===== src/rtl/uart_pkg.sv =====
// Shared constants and TX state encoding for the UART FIFO controller.
package uart_pkg;

    localparam int DEPTH_DEF    = 16;
    localparam int AW_DEF       = 4;

    localparam int CLK_FREQ_28M = 28000000;
    localparam int CLK_FREQ_24M = 24000000;
    localparam int BPS          = 115200;

    typedef enum logic [1:0] {
        T_IDLE  = 2'd0,
        T_START = 2'd1,
        T_BUSY  = 2'd2,
        T_DONE  = 2'd3
    } tx_state_t;

endpackage


===== src/rtl/sync_fifo.sv =====
// Single-clock byte FIFO, first-word fall-through, AW+1 bit wrapping pointers.
module sync_fifo
    import uart_pkg::*;
#(
    parameter int DEPTH = DEPTH_DEF,
    parameter int AW    = AW_DEF
) (
    input  logic          clk,
    input  logic          reset,
    input  logic          push,
    input  logic [7:0]    push_data,
    input  logic          pop,
    output logic [7:0]    head,
    output logic          full,
    output logic          empty,
    output logic [AW:0]   count
);

    logic [7:0]  mem [DEPTH];
    logic [AW:0] wr_ptr;
    logic [AW:0] rd_ptr;
    logic        do_push;
    logic        do_pop;

    // A pop frees a slot in the same cycle, so a push alongside it is accepted even when full.
    assign do_pop  = pop && !empty;
    assign do_push = push && (!full || do_pop);

    assign empty = (wr_ptr == rd_ptr);
    assign full  = (wr_ptr[AW] != rd_ptr[AW]) && (wr_ptr[AW-1:0] == rd_ptr[AW-1:0]);
    assign count = wr_ptr - rd_ptr;
    assign head  = mem[rd_ptr[AW-1:0]];

    // Pointer update; reset empties the FIFO.
    always_ff @(posedge clk) begin
        if (reset) begin
            wr_ptr <= '0;
            rd_ptr <= '0;
        end else begin
            if (do_push) wr_ptr <= wr_ptr + 1'b1;
            if (do_pop)  rd_ptr <= rd_ptr + 1'b1;
        end
    end

    // Storage needs no reset; contents are only visible through valid pointers.
    always_ff @(posedge clk) begin
        if (do_push) mem[wr_ptr[AW-1:0]] <= push_data;
    end

endmodule


===== src/rtl/uart_fifo_ctrl.sv =====
// CPU-side TX/RX byte FIFOs with transmitter start FSM and receiver holding register.
module uart_fifo_ctrl
    import uart_pkg::*;
#(
    parameter int DEPTH = DEPTH_DEF,
    parameter int AW    = AW_DEF
) (
    input  logic          clk_bus,
    input  logic          reset,
    input  logic          cpu_wr_en,
    input  logic [7:0]    cpu_wr_data,
    input  logic          cpu_rd_en,
    output logic [7:0]    cpu_rd_data,
    input  logic          ovr_clr,
    output logic          tx_full,
    output logic          tx_empty,
    output logic          rx_full,
    output logic          rx_empty,
    output logic [AW:0]   rx_count,
    output logic          rx_ovr,
    output logic          txbegin,
    output logic [7:0]    txdata,
    input  logic          txbusy,
    input  logic          rxrecv,
    input  logic [7:0]    rxdata,
    output logic          data_read
);

    tx_state_t   state;
    tx_state_t   state_next;
    logic        tx_pop;
    logic        begin_nxt;
    logic [7:0]  tx_head;
    logic [AW:0] tx_count;

    logic [7:0]  hold;
    logic        pending;
    logic        drain;
    logic        ovr_set;

    sync_fifo #(.DEPTH(DEPTH), .AW(AW)) u_tx_fifo (
        .clk       (clk_bus),
        .reset     (reset),
        .push      (cpu_wr_en),
        .push_data (cpu_wr_data),
        .pop       (tx_pop),
        .head      (tx_head),
        .full      (tx_full),
        .empty     (tx_empty),
        .count     (tx_count)
    );

    sync_fifo #(.DEPTH(DEPTH), .AW(AW)) u_rx_fifo (
        .clk       (clk_bus),
        .reset     (reset),
        .push      (drain),
        .push_data (hold),
        .pop       (cpu_rd_en),
        .head      (cpu_rd_data),
        .full      (rx_full),
        .empty     (rx_empty),
        .count     (rx_count)
    );

    // TX state register.
    always_ff @(posedge clk_bus) begin
        if (reset) state <= T_IDLE;
        else       state <= state_next;
    end

    // TX next state: start only while the transmitter is idle, then follow its busy level
    // up and back down so each frame is fully acknowledged before the next begin.
    always_comb begin
        state_next = state;
        case (state)
            T_IDLE:  if ((tx_count != '0) && !txbusy) state_next = T_START;
            T_START: state_next = T_BUSY;
            T_BUSY:  if (txbusy)  state_next = T_DONE;
            T_DONE:  if (!txbusy) state_next = T_IDLE;
            default: state_next = T_IDLE;
        endcase
    end

    // TX outputs: entering T_START pops the head and raises txbegin for that one state.
    always_comb begin
        begin_nxt = (state_next == T_START);
        tx_pop    = begin_nxt;
    end

    // Registered TX handshake; txdata only changes when a new byte is launched.
    always_ff @(posedge clk_bus) begin
        if (reset) begin
            txbegin <= 1'b0;
            txdata  <= 8'h00;
        end else begin
            txbegin <= begin_nxt;
            if (tx_pop) txdata <= tx_head;
        end
    end

    // The held byte moves into the RX FIFO whenever there is room; while full, data_read
    // stays low so the receiver stalls.
    assign drain   = pending && !rx_full;
    // A byte is lost only when the held one cannot leave in the same cycle.
    assign ovr_set = rxrecv && pending && !drain;

    // RX holding register, acknowledge pulse and sticky overrun (set beats clear).
    always_ff @(posedge clk_bus) begin
        if (reset) begin
            hold      <= 8'h00;
            pending   <= 1'b0;
            data_read <= 1'b0;
            rx_ovr    <= 1'b0;
        end else begin
            if (rxrecv) begin
                hold    <= rxdata;
                pending <= 1'b1;
            end else if (drain) begin
                pending <= 1'b0;
            end
            data_read <= drain;
            if (ovr_set)      rx_ovr <= 1'b1;
            else if (ovr_clr) rx_ovr <= 1'b0;
        end
    end

endmodule


===== config.mk =====
export PLATFORM = sky130hd
export DESIGN_NAME = uart_fifo_ctrl
export DESIGN_NICKNAME = d
export VERILOG_FILES = /design/src/rtl/uart_pkg.sv /design/src/rtl/sync_fifo.sv /design/src/rtl/uart_fifo_ctrl.sv
export SDC_FILE = /design/constraint.sdc
export NUM_CORES = 1
export LEC_CHECK = 0
export ABC_AREA = 1
export CORE_MARGIN = 5
export CORE_UTILIZATION = 30
export CTS_BUF_LIST = sky130_fd_sc_hd__clkbuf_4 sky130_fd_sc_hd__clkbuf_8 sky130_fd_sc_hd__clkbuf_16
export DETAILED_ROUTE_END_ITERATION = 8
export GPL_TIMING_DRIVEN = 0
export PLACE_DENSITY = 0.55
export RECOVER_POWER = 50
export REMOVE_ABC_BUFFERS = 1
export SLEW_MARGIN = 20
export SYNTH_ARGS = -nofsm -noshare
export SYNTH_HDL_FRONTEND = slang
export SYNTH_SLANG_ARGS = --single-unit

===== constraint.sdc =====
create_clock -name clk_bus -period 4.35 [get_ports clk_bus]
set_input_delay 0.435 -clock clk_bus [delete_from_list [all_inputs] [get_ports clk_bus]]
set_output_delay 0.435 -clock clk_bus [all_outputs]
set_load 0.02 [all_outputs]

Yosys cells after proc, flatten, opt, wreduce, memory -nomap -nowiden. Memory sizes are Yosys's and may differ from the RTL's. A register that Yosys moved wholly into a read port is not among the register bits. Cells that the tools add are included.

Input bits: 23. Output and inout port bits: 28. ROM bits: 0. Memories: 2. Flip-flop bits (word level): 34. Logic and storage cells: 64. Latch bits: 0. RAM bits: 256.

Add/sub/neg operators: 6. Shift operators: 0. Magnitude comparators: 0. Multipliers: 0. Equality and inequality tests: 10. Multiplexer cells: 14. Reductions and logical operators: 22. Bitwise gates (word level): 0. Div/mod/pow operators: 0.

Memories: u_rx_fifo.mem (words 16, bits a word 8, read ports 1, clocked after Yosys merged registers in 1, wr ports 1, RTL line sync_fifo.sv:19) `logic [7:0] mem [DEPTH];`; u_tx_fifo.mem (words 16, bits a word 8, read ports 1, clocked after Yosys merged registers in 1, wr ports 1, RTL line sync_fifo.sv:19).

Operators by type and width (count): 5-bit by 1-bit adder with 5-bit output, second input constant (4); 5-bit == test (2); 1-bit logical AND (10); 5-bit subtractor (2); 4-bit == test (2); 1-bit two-way mux (8); 4-bit two-way mux (2); 2-bit case mux with 4 select lines (1); 1-bit logical NOT (6); 2-bit two-way mux (3); 5-bit nonzero test (1); 2-bit by 1-bit == test with 1-bit output, second input constant (2); 2-bit == test, second input constant (2); 2-bit nonzero test (2); 2-bit logical NOT (1); 1-bit logical OR (2); 1-bit != test (2).

Logic depth before layout (Yosys ltp). Gate-level depths: netlist of the first run.

Depth after elaboration: 11. Mapped depth: 17. Mapped depth without buffers: 16.

Cells and area by module. A second synthesis of the first run with hierarchy kept.

Cell total of the unflattened synthesis: 1286. Area total of the unflattened synthesis: 13336.5 um2.

By module, submodules not included: sync_fifo at u_rx_fifo (cells an instance 585, times used 1, area each 6209.7 um2, seq. area each 4124.0 um2); sync_fifo at u_tx_fifo (cells an instance 584, times used 1, area each 6172.2 um2, seq. area each 4124.0 um2); uart_fifo_ctrl (cells an instance 117, times used 1, area each 954.7 um2, seq. area each 440.4 um2).

Worst setup path before layout of the first run. Ideal clock, no wire load.

Path kind: register to register. Start: register u_tx_fifo.rd_ptr[1]. End: memory u_tx_fifo.mem[2][0], enable pin. Slack: 1.703 ns. Stages on the path, launching flop included: 18. Data required time: 3.980 ns. Setup time: 0.370 ns. Data arrival time: 2.277 ns. Path buffers: 2. Period minus slack after synthesis: 2.647 ns. Cell sequence: dfxtp_1 -> buf_2 -> inv_1 -> clkbuf_1 -> ha_1 -> nand2_1 -> nand2_1 -> nand2_1 -> nand2_1 -> nand2_1 -> nand2_2 -> nand2_4 -> nand2_4 -> nand2_4 -> nand2_4 -> clkinv_4 -> nand2_2 -> nor2_1.

Word-level cells in the longest chain between the ends: 11. Elaborated cells on any way between the ends: 16. Those cells by class: add/sub (1); eq/ne (3); mux (4); reduce/logical (8).

RTL lines: from (decl) (RTL line sync_fifo.sv:21) `logic [AW:0] rd_ptr;`; from (signal assigned) (RTL line sync_fifo.sv:41) `if (do_pop) rd_ptr <= rd_ptr + 1'b1;`; 5-bit subtractor (RTL line sync_fifo.sv:31) `assign count = wr_ptr - rd_ptr;`; 5-bit nonzero test (RTL line uart_fifo_ctrl.sv:76) `T_IDLE: if ((tx_count != '0) && !txbusy) state_next = T_START;`; 1-bit logical AND (RTL line uart_fifo_ctrl.sv:76); 2-bit two-way mux (RTL line uart_fifo_ctrl.sv:76); 2-bit case mux with 4 select lines (RTL line uart_fifo_ctrl.sv:75) `case (state)`; 2-bit by 1-bit == test with 1-bit output (RTL line uart_fifo_ctrl.sv:86) `begin_nxt = (state_next == T_START);`; 1-bit logical AND (RTL line sync_fifo.sv:26) `assign do_pop = pop && !empty;`; 1-bit logical OR (*) (RTL line sync_fifo.sv:27) `assign do_push = push && (!full || do_pop);`; 1-bit logical AND (*) (RTL line sync_fifo.sv:27); 1-bit two-way mux (*) (RTL line sync_fifo.sv:47) `if (do_push) mem[wr_ptr[AW-1:0]] <= push_data;`; 1-bit two-way mux (not written as such) (*) (RTL line sync_fifo.sv:47); to (decl) (RTL line sync_fifo.sv:19).

Every way passes the cells marked *; elsewhere a longest branch is shown, timed or not.

Final worst setup path of the first run.
Start: register u_tx_fifo.rd_ptr[2]. End: output port tx_full.

Word-level cells in the longest chain between the ends: 2.

RTL lines: 4-bit == test (RTL line sync_fifo.sv:30) `assign full = (wr_ptr[AW] != rd_ptr[AW]) && (wr_ptr[AW-1:0] == rd_ptr[AW-1:0]);`; 1-bit logical AND (RTL line sync_fifo.sv:30); to (decl) (RTL line uart_fifo_ctrl.sv:15) `output logic tx_full,`.

Every way passes these cells.

==> results.txt, run 1 <==
Entering global routing, the biggest net connects 69 pins. After the last flow step, the layout net total stands at around 1,100. The TritonCTS clock tree is done. The layout-stage area growth over the synthesis result is 16.8%.

The minimum clock period came out at 4.06 ns. Summed over all layers, the routed wires come to roughly 28 mm. By area the synthesized netlist is led by edfxtp_1 62%, dfxtp_1 7.4%, o21ai_0 5.1%. The worst setup path is launched from a register. Global routing finished with a remaining overflow of 0. The sequential share of power is a little under half. The cell area after synthesis came out at roughly 0.012 mm². The floorplan step set the die width to between 200 and 250 µm. The maximum achievable frequency is 0.246 GHz.

The post-synthesis instance total came out at about 1,100. The length of the first detailed-routing pass in iterations came out at 4. The maximum clock path buffer count is 3. The net switching power figure is 1.97 mW. Clock-pin slew was measured on the worst setup and hold paths at roughly 0.05 ns. Once the clock tree was built, the setup fixing pass inserted 0 buffers. The fraction of power consumed by combinational cells is 16.4%. The die boundary height is about 210 µm. Internal power comes to 5.32 mW. The hold violation total from the final report came out at 0. The library cell used most frequently in the layout, excluding fill and tap cells, is edfxtp_1.

The core outline area came out at roughly 0.04 mm². The count of nets left with antenna violations once routing finished came out at 0. The largest total area in the synthesized netlist belongs to edfxtp_1. The register-to-register setup slack is between 0.3 and 0.4 ns. The number of levels in the clock H-tree came out at 1. The flow ran to the end, and the final reports show no timing, DRC or antenna violations. The routing usage on met2 is 21.7%. The worst slew margin relative to its limit came out at between 30% and 40%.

For the final database, setup skew stands at roughly 0.015 ns. The final core utilization came out at 35.5%. The count of inserted antenna diode cells is 0. The endpoint required time on the critical path came out at about 4 ns.

The worst setup path is captured at a primary output. The arrival time of data at the critical path endpoint came out at between 3 and 4 ns. The worst voltage drop across the vdd grid came out at just under 0.3 mV. The top cell types in the final layout, fill and taps aside, are 256 x edfxtp_1, 153 x nor2_1, 127 x o21ai_0. The critical path ends at tx_full. The power per cell area is approximately 500 mW/mm². The number of storage elements in the synthesis netlist is 302. During synthesis, Yosys emitted a total of 0 warnings.

The synthesized area per cell is 11.8 µm². Pin placement for this block handled 51 I/O pins. Buffers inserted to repair hold after CTS numbered 0.

The number of global-route vias before repair is ~7,400. The share of the Yosys chip area taken by registers is 69.2%. The post-detailed-route DRC marker count is 0. For the worst flop-to-flop path, the logic depth is 15. In this run the critical register-to-register path is launched from u_tx_fifo.rd_ptr[2]. The transition time at the pin with the least slew margin is ~1.0 ns. The final critical path takes up 93.3% of the cycle. The max-slew violation count is 0. Global routing used between 15 and 20% of the available met1 tracks. The die outline area came out at roughly 0.046 mm². Max-cap violations in this run came to 0.

The switching part of the total power is 27.1%. The average detailed-routed wire length per instance came out at approximately 17 µm. At the later pin of the worst-skew pair, clock insertion delay measures 0.56 ns. Walking the worst path, the cells encountered are clkinv_1 > ha_1 > nand2_1 > nor2_1 > inv_1 > nor2_1 > clkdlybuf4s50_1. The number of library cell types mapped by synthesis is 33.

Among the stages of the critical path, the cell type that occurs most often is nor2_1. The final weighted congestion in routability-driven placement is 0.759. The total of buffers placed on input and output ports came out at 50. The first global-routing pass estimated between 40 and 50 mm of wire.

Global routing used approximately 1.9% of the available met3 tracks. In this run the biggest area consumer among cell types represents around 62% of the synthesized area. The starting utilization of the core area is a little under a third. The worst setup slack after layout came out at approximately 0.29 ns. After global routing, the most crowded layer is met2. Using the TritonRoute via totals, the vias-per-cell ratio works out to approximately 4.7. The worst setup path is of the register to primary output kind. The final count of negative-setup-slack endpoints is 0.

Of the cells placed in the final design, the portion with a size suffix greater than 1 is 7.02%. For this design, the slowest cell found on the critical path is dfxtp_1. The worst slack at placement came out at roughly 0.21 ns. The root buffer selected by CTS is clkbuf_16. The endpoint of the worst register-to-register path is u_tx_fifo.mem[7][0]. The number of placement rows came out at 74. In this run the worst setup path begins at u_tx_fifo.rd_ptr[2]. The routed via count is ~7,600. In this run the worst path has a maximum fanout of 14. The relative contribution of the clock network to total power is around 37%.

Global routing consumed, over all layers together, roughly 12% of the routing resources. The filler cells instantiated in the layout total about 4,000. Clock tree synthesis found a total of a little over 300 sinks. The delay of the slowest cell on the worst path is just under 0.8 ns. The number of CTS-inserted buffers is 31. The static leakage came out at about 5.0 nW. After the first detailed-routing iteration, the DRC count stood at around 540. The path class of the lowest-slack min-delay path is register to register.

The wire-length estimate of the detail-placed layout is between 15 and 20 mm. The number of antenna violations at the first check in global routing is 0.
==> cell type report <==
type                       instances  area [µm²]  area share, %
inverter                          77         295           2.03
sequential                       302        8620           59.3
timing repair buffer              53         568           3.91
multi-input combinational        622        3330           22.9
tap                              532         666           4.58
clock buffer                      42         871           5.99
clock inverter                    15         183           1.26
==> worst min path at each step <==
stage               startpoint  depth (start not counted)        to  slack, ns
floorplan             state[0]                          1  state[1]       0.41
global placement      state[0]                          1  state[1]       0.42
detailed placement    state[0]                          1  state[1]       0.43
CTS                   state[0]                          1  state[1]       0.45
global route          state[0]                          1  state[1]       0.47
finish                state[0]                          1  state[1]       0.44
==> worst max-delay path, delay by kind of cell, from the launching register on <==
| family | cells | cell delay (ns) |
|---|---|---|
| DFF | 1 | 0.77 |
| adders and majority gates | 1 | 0.56 |
| and+or+nand+nor | 3 | 0.44 |
| buffers and inverters | 3 | 1.30 |
==> timing repair <==
action / in CTS / in global routing
endpoints found under the hold margin: 0 / 0
gates resized for setup: 0 / 2
setup endpoints to repair: 0 / 16
==> cells in the mapped netlist <==
cell        n
edfxtp_1  256
nor2_1    155
o21ai_0   126
nand2_1    88
inv_1      71
a21oi_1    65
dfxtp_1    46
o211ai_1   40
nand3_1    38
clkbuf_1   32
mux2i_1    32
ha_1       18
buf_2      13
o22ai_1    12
o21ai_1    11
xor2_1      7
nand2_2     5
nand4_1     5
nor3_1      5
buf_1       4
clkinv_1    4
nand2_4     4
xnor2_1     4
buf_4       2
a31oi_1     1
clkinv_4    1
fa_1        1
inv_2       1
nand3b_1    1
nor2_2      1
nor2_4      1
or2_1       1
or2_2       1
==> stage by stage <==
step | hold slack (ns) | instance area (µm²) | power (mW) | instances | setup TNS (ns)
finish | 0.441 | 14500 | 7.29 | 1643 | 0
global route | 0.465 | 14500 | 7.63 | 1643 | -0.0317
CTS | 0.446 | 14500 | 7.39 | 1643 | 0
detailed placement | 0.433 | 13500 | 4.67 | 1586 | 0
global placement | 0.423 | 13400 | 4.65 | 1583 | -100.84
floorplan | 0.415 | 12200 | 4.16 | 1001 | 0
==> power groups by stage <==
stage          registers, mW  logic (mW)  clock network [mW]
3_5_place_dp            3.45        1.22                   0
3_3_place_gp            3.51        1.14                   0
2_1_floorplan           3.45       0.707                   0
6_report                3.38        1.19                2.72
5_1_grt                 3.41        1.34                2.89
4_1_cts                 3.39        1.23                2.78
==> logic make-up (layout without fill, tap and decap cells) <==
logic type,count (synthesis),after routing,synth area share [%]
AOI/OAI and AO/OA,255,255,11.2
xor gates and xnor gates,11,11,0.774
adders and majority gates,19,19,1.97
buffers and inverters,128,187,4.09
DFF,302,302,69.2
muxes,32,32,2.57
and+or+nand+nor,305,305,10.2
==> flip-flops by register name, indices dropped and copies added (netlist names), 5 cells and up, named ones only <==
signal and count:
u_rx_fifo.rd_ptr 5, u_tx_fifo.rd_ptr 5, u_tx_fifo.mem 128, u_tx_fifo.wr_ptr 5, u_rx_fifo.wr_ptr 5, txdata 8, u_rx_fifo.mem 128, hold 8
==> per-layer routing <==
metal  wire length (µm)  share of wire, %
met1              12500                44
met2              14300                50
met3                933               3.3
met4                582               2.1
met5                  0                 0
Note: power is estimated with default switching activity, not from simulation.
==> run 2: changes to the inputs <==
--- a/config.mk
+++ b/config.mk
@@ -14,6 +14,7 @@
 export PLACE_DENSITY = 0.55
 export RECOVER_POWER = 50
 export REMOVE_ABC_BUFFERS = 1
+export SETUP_SLACK_MARGIN = 0.2
 export SLEW_MARGIN = 20
 export SYNTH_ARGS = -nofsm -noshare
 export SYNTH_HDL_FRONTEND = slang
==> run 2 against run 1 <==
Against the previous run:
- global-route usage did not move
- critical path depth fell by 2
- non-clock buffer count did not move
==> results.txt, run 2 (synthesis results as in run 1) <==
The core outline area is 0.0409 mm² (unchanged). The transition time at the pin with the least slew margin was 1.04 ns (was 1.05 ns). The hold violation total from the final report came out at 0 (unchanged). The capturing element type of the critical path is a primary output (unchanged). The most common cell after layout, fill and taps aside is edfxtp_1 (unchanged). The maximum fanout along the worst path is 21 (was 14). The worst voltage drop across the vdd grid is 0.294 mV (about the same). The TritonCTS clock tree was done (unchanged). The routed via count was 7,654 (was 7,646). The final clock period utilization by the worst path came out at 83.7% (was 93.3%). The total global routing overflow is 0 (unchanged). The register clock-pin slew on the reported worst setup and hold paths came out at 0.06 ns (was 0.05 ns). The chip width is 214 µm (unchanged). Setup repair after global routing left no endpoint under its margin. The clock latency on the worst-skew pair came out at 0.56 ns (about the same).

The maximum clock path buffer count came to 3 (unchanged). The endpoint of the worst register-to-register path is u_tx_fifo.mem[5][5] (was u_tx_fifo.mem[7][0]). The total design power came out at 7.30 mW (was 7.29 mW).

The delay of the slowest cell on the worst path came out at 0.94 ns (was 0.77 ns). The count of cells resized by post-cts repair is 0 (unchanged). The critical path buffer and inverter count is 2 (was 3). The count of inserted antenna diode cells is 0 (unchanged). The final count of negative-setup-slack endpoints is 0 (unchanged).

The average detailed-routed wire length per instance is 17.3 µm (was 17.2 µm). The kind of critical path is register to primary output (unchanged). The residual antenna-violating net count after detailed routing came out at 0 (unchanged).

The overall fraction of global-route tracks in use is 12.4% (unchanged). The depth of the worst hold-timing path came out at 1 (unchanged). The max-slew violation count is 0 (unchanged). The wire length of the first global-routing pass came to 43.9 mm (unchanged). The I/O pin count is 51 (unchanged). The logic depth of the worst register-to-register path is 15 (unchanged). The pin count of the biggest net entering global routing came out at 69 (unchanged). The total wire length came to 28.4 mm (was 28.3 mm). The path class of the lowest-slack min-delay path was register to register (unchanged). The arrival time of data at the critical path endpoint is 3.20 ns (was 3.62 ns).

The startpoint type of the worst setup path is a register (unchanged). The minimum clock period came out at 3.64 ns (was 4.06 ns). The root buffer selected by CTS is clkbuf_16 (unchanged).

Critical Path, Cell by Cell: inv_1 > o211ai_1 > nand3_1 > nand2_1 > clkdlybuf4s50_1 (was clkinv_1 > ha_1 > nand2_1 > nor2_1 > inv_1 > nor2_1 > clkdlybuf4s50_1). The total of hold buffers inserted after clock tree synthesis came out at 0 (unchanged). The family with the most delay on the worst path is buffers and inverters (unchanged).

The number of max-cap violations is 0 (unchanged). The startpoint of the worst hold path is state[0] (unchanged). The length of the first detailed-routing pass in iterations came out at 5 (was 4). The endpoint required time on the critical path came to 3.91 ns (about the same).

The starting utilization of the core area came out at 30.4% (unchanged). The power per cell area is 502 mW/mm² (about the same). The number of vias per cell is 4.66 (was 4.65). The number of clock sinks is 302 (unchanged). The static leakage came out at 5.01 nW (about the same). The die outline area came out at 0.0457 mm² (unchanged). The number of global-route vias before repair came to 7,394 (unchanged). The final weighted congestion in routability-driven placement is 0.759 (unchanged). The layout-stage area growth over the synthesis result came out at 16.9% (was 16.8%). The share of layout cells above drive strength 1 is 7.47% (was 7.02%).

The startpoint of the worst-slack reg-to-reg timing path is u_tx_fifo.rd_ptr[1] (was u_tx_fifo.rd_ptr[2]). The register-to-register setup slack came out at 0.82 ns (was 0.33 ns). The number of placement rows came out at 74 (unchanged).

The setup skew after layout is 0.0154 ns (was 0.0146 ns). The final-layout fill cell count came out at 4,014 (unchanged). Result of the run: finished clean (unchanged). The total setup buffers inserted after CTS came to 0 (unchanged). The total cell area at the placement stage is 0.0135 mm² (unchanged). Highest-count cells in the layout ignoring fill and taps: 256 x edfxtp_1, 150 x nor2_1, 127 x o21ai_0 (was 256 x edfxtp_1, 153 x nor2_1, 127 x o21ai_0).

The worst-case hold path end point is state[1] (unchanged). The critical-path cell with the highest stage delay was dfxtp_1 (unchanged). The half-perimeter wire length after placement came out at 18.1 mm (unchanged). The number of CTS-inserted buffers came to 31 (unchanged). The maximum achievable frequency came out at 0.275 GHz (was 0.246 GHz). The final total negative setup slack came out at 0 ns (unchanged). The die boundary height is 214 µm (unchanged). The number of antenna violations at the first check in global routing is 0 (unchanged).

The worst slew margin relative to its limit is 30.3% (was 30.0%). The total of buffers placed on input and output ports was 50 (unchanged). The number of levels in the clock H-tree is 1 (unchanged). The DRC violation total after the first TritonRoute iteration was 523 (was 542). The post-detailed-route DRC marker count is 0 (unchanged). The final net count is 1,129 (unchanged). The final cell area excluding filler cells came out at 0.0145 mm² (about the same).
[run 2: changes by cell type in the layout (fill, tap and decap cells not counted), sizes merged]
cell      before  now
clkinv        14   13
clkinvlp       3    4
[run 2: worst max path at each step]
stage,depth (start not counted),start,slack [ns],end
6_report,5,register,0.71,cpu_rd_data[5]
3_5_place_dp,15,u_tx_fifo.rd_ptr[2],0.21,u_tx_fifo.mem[2][6]
4_1_cts,15,u_tx_fifo.rd_ptr[2],0.21,u_tx_fifo.mem[2][2]
2_1_floorplan,15,u_tx_fifo.rd_ptr[1],0.96,u_tx_fifo.mem[2][0]
3_3_place_gp,15,u_tx_fifo.rd_ptr[1],-0.92,u_tx_fifo.mem[6][6]
5_1_grt,15,u_tx_fifo.rd_ptr[1],0.49,u_tx_fifo.mem[5][5]
[run 2: where the power goes]
part           total, mW  internal, mW  switching [mW]
clock network       2.72          1.64            1.08
logic               1.19         0.461           0.733
registers           3.38          3.22           0.164
[run 2: per-stage QoR]
step,worst slack (ns),utilization [%],hold slack (ns),instances
after detailed placement,0.213,32.9,0.433,1586
final,0.710,35.5,0.441,1643
after global routing,0.494,35.5,0.465,1643
after CTS,0.215,35.5,0.446,1643
after floorplan,0.956,-,0.415,1001
after global placement,-0.917,32.7,0.423,1583
[run 2: worst register-to-register path: stages, from the launching register on]
cell and delay (ns):
dfxtp_2 0.59, inv_1 0.35, ha_1 0.42, nand2_1 0.12, nand2_1 0.08, nand2_1 0.08
nand2_1 0.05, nand2_1 0.07, nand2_2 0.06, nand2_4 0.12, nand2_4 0.16, nand2_4 0.15
nand2_4 0.08, clkinv_4 0.09, nand2_2 0.09, nor2_1 0.65
[run 2: metal layers]
metal / up-vias / GRT usage, % / routed length, µm
met2: 135 / 21.7 / 14300
met1: 3671 / 16.5 / 12400
met5: - / 0 / 0
met4: 0 / 2.48 / 582
li1: 3815 / - / -
met3: 33 / 1.89 / 1020
[run 2: layout make-up]
class / instances / area [µm²] / area share (%)
clock inverter: 15 / 183 / 1.26
sequential: 302 / 8620 / 59.3
tap: 532 / 666 / 4.58
timing repair buffer: 53 / 568 / 3.91
clock buffer: 42 / 871 / 5.99
inverter: 77 / 299 / 2.06
multi-input combinational: 622 / 3340 / 23.0
